File: src/rtl/spi_ctrl_pkg.sv
// Shared constants for the PWM peripheral SPI write link: controller state encoding,
// frame layout and the peripheral's register map.
package spi_ctrl_pkg;

    typedef enum logic [2:0] {
        ST_IDLE  = 3'd0,
        ST_SETUP = 3'd1,
        ST_SHIFT = 3'd2,
        ST_HOLD  = 3'd3,
        ST_GAP   = 3'd4
    } state_t;

    localparam int   FRAME_W   = 16;
    localparam logic WRITE_BIT = 1'b1;

    localparam logic [6:0] REG_EN_OUT_7_0   = 7'h00;
    localparam logic [6:0] REG_EN_OUT_15_8  = 7'h01;
    localparam logic [6:0] REG_EN_PWM_7_0   = 7'h02;
    localparam logic [6:0] REG_EN_PWM_15_8  = 7'h03;
    localparam logic [6:0] REG_PWM_DUTY     = 7'h04;

endpackage

File: src/rtl/spi_clk_div.sv
// SCLK half-period tick generator: tick_o pulses every CLK_DIV enabled cycles,
// clr_i synchronously restarts the count.
module spi_clk_div #(
    parameter int unsigned CLK_DIV = 4
) (
    input  logic clk,
    input  logic rst,
    input  logic en_i,
    input  logic clr_i,
    output logic tick_o
);

    logic [7:0] cnt_q, cnt_d;

    assign tick_o = en_i && (cnt_q == 8'(CLK_DIV - 1));

    always_comb begin
        cnt_d = cnt_q;
        if (clr_i) begin
            cnt_d = '0;
        end else if (en_i) begin
            cnt_d = tick_o ? '0 : cnt_q + 8'd1;
        end
    end

    always_ff @(posedge clk or posedge rst) begin
        if (rst) cnt_q <= '0;
        else     cnt_q <= cnt_d;
    end

endmodule

File: src/rtl/spi_reg_writer.sv
// SPI mode-0 controller writing one 16-bit frame {1,addr,data} per request to the PWM peripheral.
// Optional read-back capture of cipo into rx_data is enabled by defining SPI_CIPO_CAPTURE_EN.
module spi_reg_writer
    import spi_ctrl_pkg::*;
#(
    parameter int unsigned CLK_DIV = 4,
    parameter int unsigned ADDR_W  = 7,
    parameter int unsigned DATA_W  = 8
) (
    input  logic              clk,
    input  logic              rst,
    input  logic              req_valid,
    output logic              req_ready,
    input  logic [ADDR_W-1:0] req_addr,
    input  logic [DATA_W-1:0] req_data,
    output logic              busy,
    output logic              done,
    output logic              sclk,
    output logic              copi,
    output logic              ncs
`ifdef SPI_CIPO_CAPTURE_EN
    ,
    input  logic              cipo,
    output logic [7:0]        rx_data
`endif
);

    state_t               state_q, state_d;
    logic                 phase_q, phase_d;
    logic [3:0]           bit_q, bit_d;
    logic [FRAME_W-1:0]   sreg_q, sreg_d;
    logic                 tick;

    spi_clk_div #(.CLK_DIV(CLK_DIV)) u_clk_div (
        .clk    (clk),
        .rst    (rst),
        .en_i   (state_q != ST_IDLE),
        .clr_i  (state_q == ST_IDLE),
        .tick_o (tick)
    );

    // phase_q: 0 = sclk low half of the current bit, 1 = sclk high half
    always_comb begin
        state_d = state_q;
        phase_d = phase_q;
        bit_d   = bit_q;
        sreg_d  = sreg_q;
        done    = 1'b0;
        unique case (state_q)
            ST_IDLE: begin
                if (req_valid) begin
                    state_d = ST_SETUP;
                    sreg_d  = {WRITE_BIT, req_addr, req_data};
                    phase_d = 1'b0;
                    bit_d   = '0;
                end
            end
            ST_SETUP: if (tick) state_d = ST_SHIFT;
            ST_SHIFT: begin
                if (tick) begin
                    if (!phase_q) begin
                        phase_d = 1'b1;
                    end else begin
                        phase_d = 1'b0;
                        if (bit_q == 4'(FRAME_W - 1)) begin
                            state_d = ST_HOLD;
                        end else begin
                            bit_d  = bit_q + 4'd1;
                            sreg_d = {sreg_q[FRAME_W-2:0], 1'b0};
                        end
                    end
                end
            end
            ST_HOLD: if (tick) state_d = ST_GAP;
            ST_GAP: begin
                if (tick) begin
                    done    = 1'b1;
                    state_d = ST_IDLE;
                end
            end
            default: state_d = ST_IDLE;
        endcase
    end

    always_ff @(posedge clk or posedge rst) begin
        if (rst) begin
            state_q <= ST_IDLE;
            phase_q <= 1'b0;
            bit_q   <= '0;
        end else begin
            state_q <= state_d;
            phase_q <= phase_d;
            bit_q   <= bit_d;
        end
    end

    always_ff @(posedge clk) begin
        sreg_q <= sreg_d;
    end

    // Outputs decode straight from state so reset forces idle levels without waiting for a clock
    assign req_ready = (state_q == ST_IDLE);
    assign busy      = (state_q != ST_IDLE);
    assign ncs       = !((state_q == ST_SETUP) || (state_q == ST_SHIFT) || (state_q == ST_HOLD));
    assign sclk      = (state_q == ST_SHIFT) && phase_q;
    assign copi      = ((state_q == ST_SETUP) || (state_q == ST_SHIFT)) ? sreg_q[FRAME_W-1] : 1'b0;

`ifdef SPI_CIPO_CAPTURE_EN
    logic [7:0] rx_sh_q;
    logic [7:0] rx_data_q;

    always_ff @(posedge clk) begin
        if ((state_q == ST_SHIFT) && !phase_q && tick) rx_sh_q <= {rx_sh_q[6:0], cipo};
    end

    always_ff @(posedge clk or posedge rst) begin
        if (rst)       rx_data_q <= '0;
        else if (done) rx_data_q <= rx_sh_q;
    end

    assign rx_data = rx_data_q;
`endif

endmodule

File: config.mk
export PLATFORM = sky130hd
export DESIGN_NAME = spi_reg_writer
export DESIGN_NICKNAME = d
export VERILOG_FILES = /design/src/rtl/spi_ctrl_pkg.sv /design/src/rtl/spi_clk_div.sv /design/src/rtl/spi_reg_writer.sv
export SDC_FILE = /design/constraint.sdc
export NUM_CORES = 1
export LEC_CHECK = 0
export ABC_AREA = 0
export BUFFER_PORTS_ARGS = -buffer_cell sky130_fd_sc_hd__buf_2
export CAP_MARGIN = 20
export CORE_UTILIZATION = 40
export DETAILED_ROUTE_END_ITERATION = 10
export GPL_TIMING_DRIVEN = 0
export PLACE_DENSITY_LB_ADDON = 0.05
export REMOVE_ABC_BUFFERS = 1
export SLEW_MARGIN = 20
export SYNTH_ARGS = -nofsm -noshare
export SYNTH_HDL_FRONTEND = slang
export SYNTH_HIERARCHICAL = 1
export SYNTH_SLANG_ARGS = --single-unit
File: constraint.sdc
create_clock -name clk -period 3.26 [get_ports clk]
set_input_delay 0.978 -clock clk [delete_from_list [all_inputs] [get_ports clk]]
set_output_delay 0.978 -clock clk [all_outputs]
set_load 0.02 [all_outputs]
==> Yosys cells after proc, flatten, opt, wreduce, memory -nomap -nowiden <==
Index checks and enable logic that the tools add are counted.
{ "op_classes": {"add_sub_neg": 2, "n_eq_ne": 14, "mux": 28, "n_reduce_logical": 12} }
{ "op_table": {"columns": ["cell", "count"], "rows": [
  ["16-bit 2-to-1 mux", 4],
  ["16-bit case mux with 2 select lines", 1],
  ["8-bit 2-to-1 mux", 3],
  ["3-bit 2-to-1 mux", 7],
  ["4-bit 2-to-1 mux", 4],
  ["3-bit case mux with 5 select lines", 1],
  ["8-bit by 1-bit adder with 8-bit output (second input constant)", 1],
  ["8-bit by 2-bit equality test with 1-bit output (second input constant)", 1],
  ["2-bit by 1-bit inequality test with 1-bit output (second input constant)", 4],
  ["2-bit inequality test (second input constant)", 4],
  ["4-bit case mux with 2 select lines", 1],
  ["7-bit AND reduction", 1],
  ["3-bit by 2-bit equality test with 1-bit output (second input constant)", 2],
  ["1-bit 2-to-1 mux", 6],
  ["5-bit AND reduction", 1],
  ["4-bit by 1-bit adder with 4-bit output (second input constant)", 1],
  ["4-bit equality test (second input constant)", 1],
  ["2-bit nonzero test", 2],
  ["3-bit by 1-bit equality test with 1-bit output (second input constant)", 1],
  ["3-bit equality test (second input constant)", 1],
  ["3-bit zero test", 1],
  ["3-bit AND reduction", 1],
  ["3-bit nonzero test", 1],
  ["1-bit logical AND", 2],
  ["3 further kinds", 4]
]} }
{ "totals": {"regBits": 32, "input_bits": 18, "out_inout_bits": 6, "word_cells": 61} }

==> Longest topological paths before layout <==
{ "logic_depth": {"word_depth": 5, "mapped_depth": 10, "ltp_nobuf": 7} }

==> By module <==
Netlist, hierarchy kept.
{ "modules_own_cells": {"columns": ["mod", "instances", "cells_per_inst", "area_per_inst_um2", "seq_area_each_um2"], "rows": [
  ["spi_reg_writer", 1, 94, 1202.4, 680.7],
  ["spi_clk_div", 1, 45, 452.9, 200.2]
]} }

==> Worst setup path before layout <==
OpenSTA, ideal clock, no wires.
{ "synth_path": {"path_type": "register -> output", "startpoint": "reg state_q[0]", "endpoint": "out done", "arrival_ps": 2328, "required_ps": 2282, "path_slack_ps": -46, "stages_incl_launch_ff": 9, "n_path_buf": 3, "cell_sequence": "dfrtp_1 -> buf_6 -> or2_1 -> buf_6 -> nor2_1 -> inv_1 -> and3_1 -> clkbuf_2 -> and3_1"} }
{ "synth_via": {"elab_chain_len": 4, "elab_cells_between_ends": 5, "cone_classes": "1 x eq/ne; 2 x mux; 2 x reduce/logical"} }
{ "synth_lines": {"columns": ["element", "line", "source"], "rows": [
  ["start: declaration", "spi_reg_writer.sv:28", "state_t state_q, state_d;"],
  ["start signal: assignment", "spi_reg_writer.sv:91", "state_q <= state_d;"],
  ["3-bit nonzero test", null, null],
  ["named net busy", "spi_reg_writer.sv:16", "output logic busy,"],
  ["1-bit logical AND", "spi_clk_div.sv:15", "assign tick_o = en_i && (cnt_q == 8'(CLK_DIV - 1));"],
  ["named net tick", "spi_reg_writer.sv:32", "logic tick;"],
  ["1-bit 2-to-1 mux", "spi_reg_writer.sv:76", "if (tick) begin"],
  ["1-bit 2-to-1 mux", "spi_reg_writer.sv:49", "unique case (state_q)"],
  ["end: declaration", "spi_reg_writer.sv:17", "output logic done,"]
]} }
The timed path passes the listed nets, and every way through them passes these cells.

==> Worst setup path in the final report <==
{ "layout_path": {"startpoint": "reg state_q[0]", "endpoint": "out done"} }
{ "layout_via": {"elab_chain_len": 4, "elab_cells_between_ends": 5, "cone_classes": "1 x eq/ne; 2 x mux; 2 x reduce/logical"} }
{ "layout_lines": {"columns": ["element", "line", "source"], "rows": [
  ["3-bit nonzero test", "spi_reg_writer.sv:37", ".en_i (state_q != ST_IDLE),"],
  ["1-bit logical AND", "spi_clk_div.sv:15", null],
  ["named net tick", "spi_reg_writer.sv:32", null],
  ["1-bit 2-to-1 mux", "spi_reg_writer.sv:76", null],
  ["1-bit 2-to-1 mux", "spi_reg_writer.sv:49", null]
]} }
The timed path passes the listed nets, and every way through them passes these cells.

==> results.ini <==
[sta]
worst_slew_pin_slew_ns = 0.6386
skew_ns = 0.004167
report.final.hold_viol_count = 0
finalSetupViolCount = 0
grt_setup_unrepaired = no
worst_slew_margin_rel_pct = 57.24
timing.hold.ws_ns = 0.4955
slew_violations = 0
layout_worst_path_cycle_share_pct = 94.59
setup-tns-final_ns = 0
fin_crit_ns = 3.084
achievable-frequency_ghz = 0.3243

[floorplan]
ios = 24
floorplan.core_area_um2 = 4000
number_of_core_rows = 23
dieArea_um2 = 4400
die_h_um = 66.33
floorplan.die.width_um = 66.33
initial_utilization_pct = 41.38

[setup_path]
critical-path-top-delay-family = simple AND/OR/NAND/NOR gates
cpPeakStageDelay_ns = 0.48
regToRegStartpoint = state_q[2]$_DFFE_PP0P_
setup.reg_to_reg.worst_slack_ns = 0.67
critical_path.max_fanout = 12
crit_type = reg2out
critical_path.endpoint_type = output pin
number_of_cells_traversed_by_the_worst_register_to_register_path = 7
worstPathArrival_ns = 2.11
setup.worst_path.start_class = register
critical_path_buf_inv_count = 2
path_cells = or2_1, nor2_4, inv_1, and3_2, and3_1, buf_2
cp_data_required_time_ns = 2.28
worst_path_max_delay_cell = dfrtp_1
regToRegEndpoint = sreg_q[7]$_DFFE_PP_

[synthesis]
yosysSeqAreaShare_pct = 53.21
synth_warnings = 6
synth_cell_type_count = 46
ys_dominant_reg_cell = edfxtp_1
area_of_the_mapped_netlist_um2 = 1655
ys_ff_latch = 32
synth_largest_type_area_fraction_pct = 29.02
post_synth_inst_count = 139
synth_largest_area_cell = edfxtp_1
ys_top_cells_by_area = edfxtp_1 29%, dfrtp_1 24%, mux2_1 9.5%
asyncSetResetFlopFracSynth_pct = 50.00
syn_area_per_cell_um2 = 11.91
synth.top_cells.by_count = 16 x dfrtp_1, 16 x edfxtp_1, 14 x mux2_1
synth_edf_count = 16

[cells_and_area]
number_of_antenna_diodes = 0
layout-area-overhead-vs-synth_pct = 16.40
final_nets = 187
layout-drive-gt1-share_pct = 26.95
design_area_um2 = 1927
fillCellCount = 388

[global_routing]
grt_start_max_net_pins = 19
grt_overflow = 0
first_global_vias = 1115
globalRouteTotalUtil_pct = 15.93
grt_pass1_wl_mm = 4.988
grt_antenna_before_repair = 0

[power_and_ir_drop]
irDropWorstVdd_uv = 358.2
pwr-share-clk_pct = 20.2
int_pwr_w = 0.0009043
combinationalPowerShare_pct = 34.2
switching_power_w = 0.0005030
cell_leakage_power_nw = 0.7677
seqPwrFrac_pct = 45.6
power_density_nw_per_um2 = 730.4
power_w = 0.001407
p_sw_share_pct = 35.74

[clock_network]
worst_skew_pair.late_latency_ns = 0.28
cts-htree-levels = 2
cts_buffers = 5
max-clock-path-buffers = 2
holdBufCountCts = 0
cts_root_buf = clkbuf_8
clkTransAtPathRegs_ns = 0.06
cts.sink_count = 32
tritoncts = done

[run_status]
status = finished, final reports clean

[worst_hold_path]
min-delay-path-class = reg2reg
hold-path-cell-count = 1
worstHoldEndpoint = u_clk_div/cnt_q[7]$_DFFE_PP0P_
timing.hold.worst.start = u_clk_div/cnt_q[7]$_DFFE_PP0P_

[placement]
placed_cell_area_um2 = 1803
dp_hpwl_mm = 2.057
globalplace.congestion = 0.7253
port-buffer-count = 23

[route]
viasPerCell = 5.226
routed_wire_length_per_instance_um = 13.46
initialDrtViolationCount = 54
wl_mm = 2.921
via_count = 1134
drt_pass1_iterations = 4
ant_nets = 0
drc = 0

[flow_run]
max_cap_violations = 0

[worst reg2reg max path: cells and delay by family, from the launching register on]
| family | cells | cell delay [ns] |
|---|---|---|
| compound gates | 1 | 0.35 |
| buf+inv | 2 | 0.34 |
| flops | 1 | 0.52 |
| simple gates | 4 | 1.08 |
[state kept, by name, indices dropped and copies added, names as in the netlist]
name and flops:
bit_q 4, sreg_q 16, state_q 3, phase_q 1, u_clk_div/cnt_q 8
[power groups by stage]
stage	Clock [W]	Combinational, W	Sequential, W
2_1_floorplan	0	0.000347	0.000616
3_3_place_gp	0	0.000429	0.000640
3_5_place_dp	0	0.000458	0.000646
4_1_cts	0.000297	0.000463	0.000641
5_1_grt	0.000316	0.000543	0.000658
6_report	0.000285	0.000481	0.000642
[cells in the final DEF (no fill, tap or decap), types with 2 or more instances in the layout]
master	instances
nand2_1	6
dfrtp_1	16
inv_1	7
nor3_1	5
xnor2_1	2
buf_2	23
mux2i_1	2
buf_4	3
nor2_1	6
o21ai_1	2
a21oi_1	3
o21ai_0	3
nand3_1	4
clkbuf_1	3
ha_1	3
edfxtp_1	16
nor2b_1	3
nand4_1	3
xor2_1	4
or2_2	2
clkbuf_8	5
mux2_1	14
and3_2	2
and3_1	2
nand2b_1	4
[kinds of logic (layout without fill, tap and decap cells)]
kind of cell               after synthesis  count (layout)  synth area share, %
buffers and inverters                   14              42                4.611
xor gates and xnor gates                 6               6                3.175
muxes                                   17              17                11.41
DFF                                     32              32                53.21
and+or+nand+nor                         48              48                17.01
adders and majority gates                3               3                2.268
AOI/OAI and AO/OA                       19              19                8.315
[timing repair]
| action | 4_1_cts | 5_1_grt |
|---|---|---|
| endpoints found under the hold margin | 0 | 0 |
| buffers inserted | 0 | 3 |
| setup endpoints to repair | 17 | 19 |
| resized for setup | 2 | 1 |
| pin swaps | 0 | 2 |
[how the worst max path moves through the flow]
stage / startpoint / end / slack, ns / depth (start not counted)
4_1_cts: state_q[2]$_DFFE_PP0P_ / done / 0.02 / 6
3_5_place_dp: state_q[0]$_DFFE_PP0P_ / done / -0.04 / 6
2_1_floorplan: state_q[1]$_DFFE_PP0P_ / sclk / 0.01 / 2
3_3_place_gp: state_q[1]$_DFFE_PP0P_ / sclk / -0.73 / 3
5_1_grt: state_q[0]$_DFFE_PP0P_ / done / 0.004 / 6
6_report: state_q[0]$_DFFE_PP0P_ / done / 0.18 / 6
[cell type report]
type                       count  area [µm²]  share of cell area (%)
tap                           50       62.56                   3.247
sequential                    32       880.8                   45.71
clock buffer                   8       80.08                   4.156
inverter                       7       26.28                   1.364
timing repair buffer          27       157.7                   8.182
multi-input combinational     93       719.4                   37.34
[stage by stage]
stage | cells | setup slack, ns | util, %
floorplan | 132 | 0.01235 | -
global placement | 205 | -0.7286 | 44.57
CTS | 214 | 0.02498 | 47.26
global route | 217 | 0.004027 | 48.17
detailed placement | 206 | -0.03707 | 45.07
finish | 217 | 0.1763 | 48.17
[routing by layer]
layer	part of all wire (%)	up-vias	global-route usage, %	wire [µm]
li1	-	556	-	-
met1	48	549	20.50	1397
met2	45	21	23.85	1319
met3	4.2	8	4.138	123
met4	2.8	0	9.574	81
met5	0	-	0	0
No activity file was read; power rests on OpenSTA's default activity.
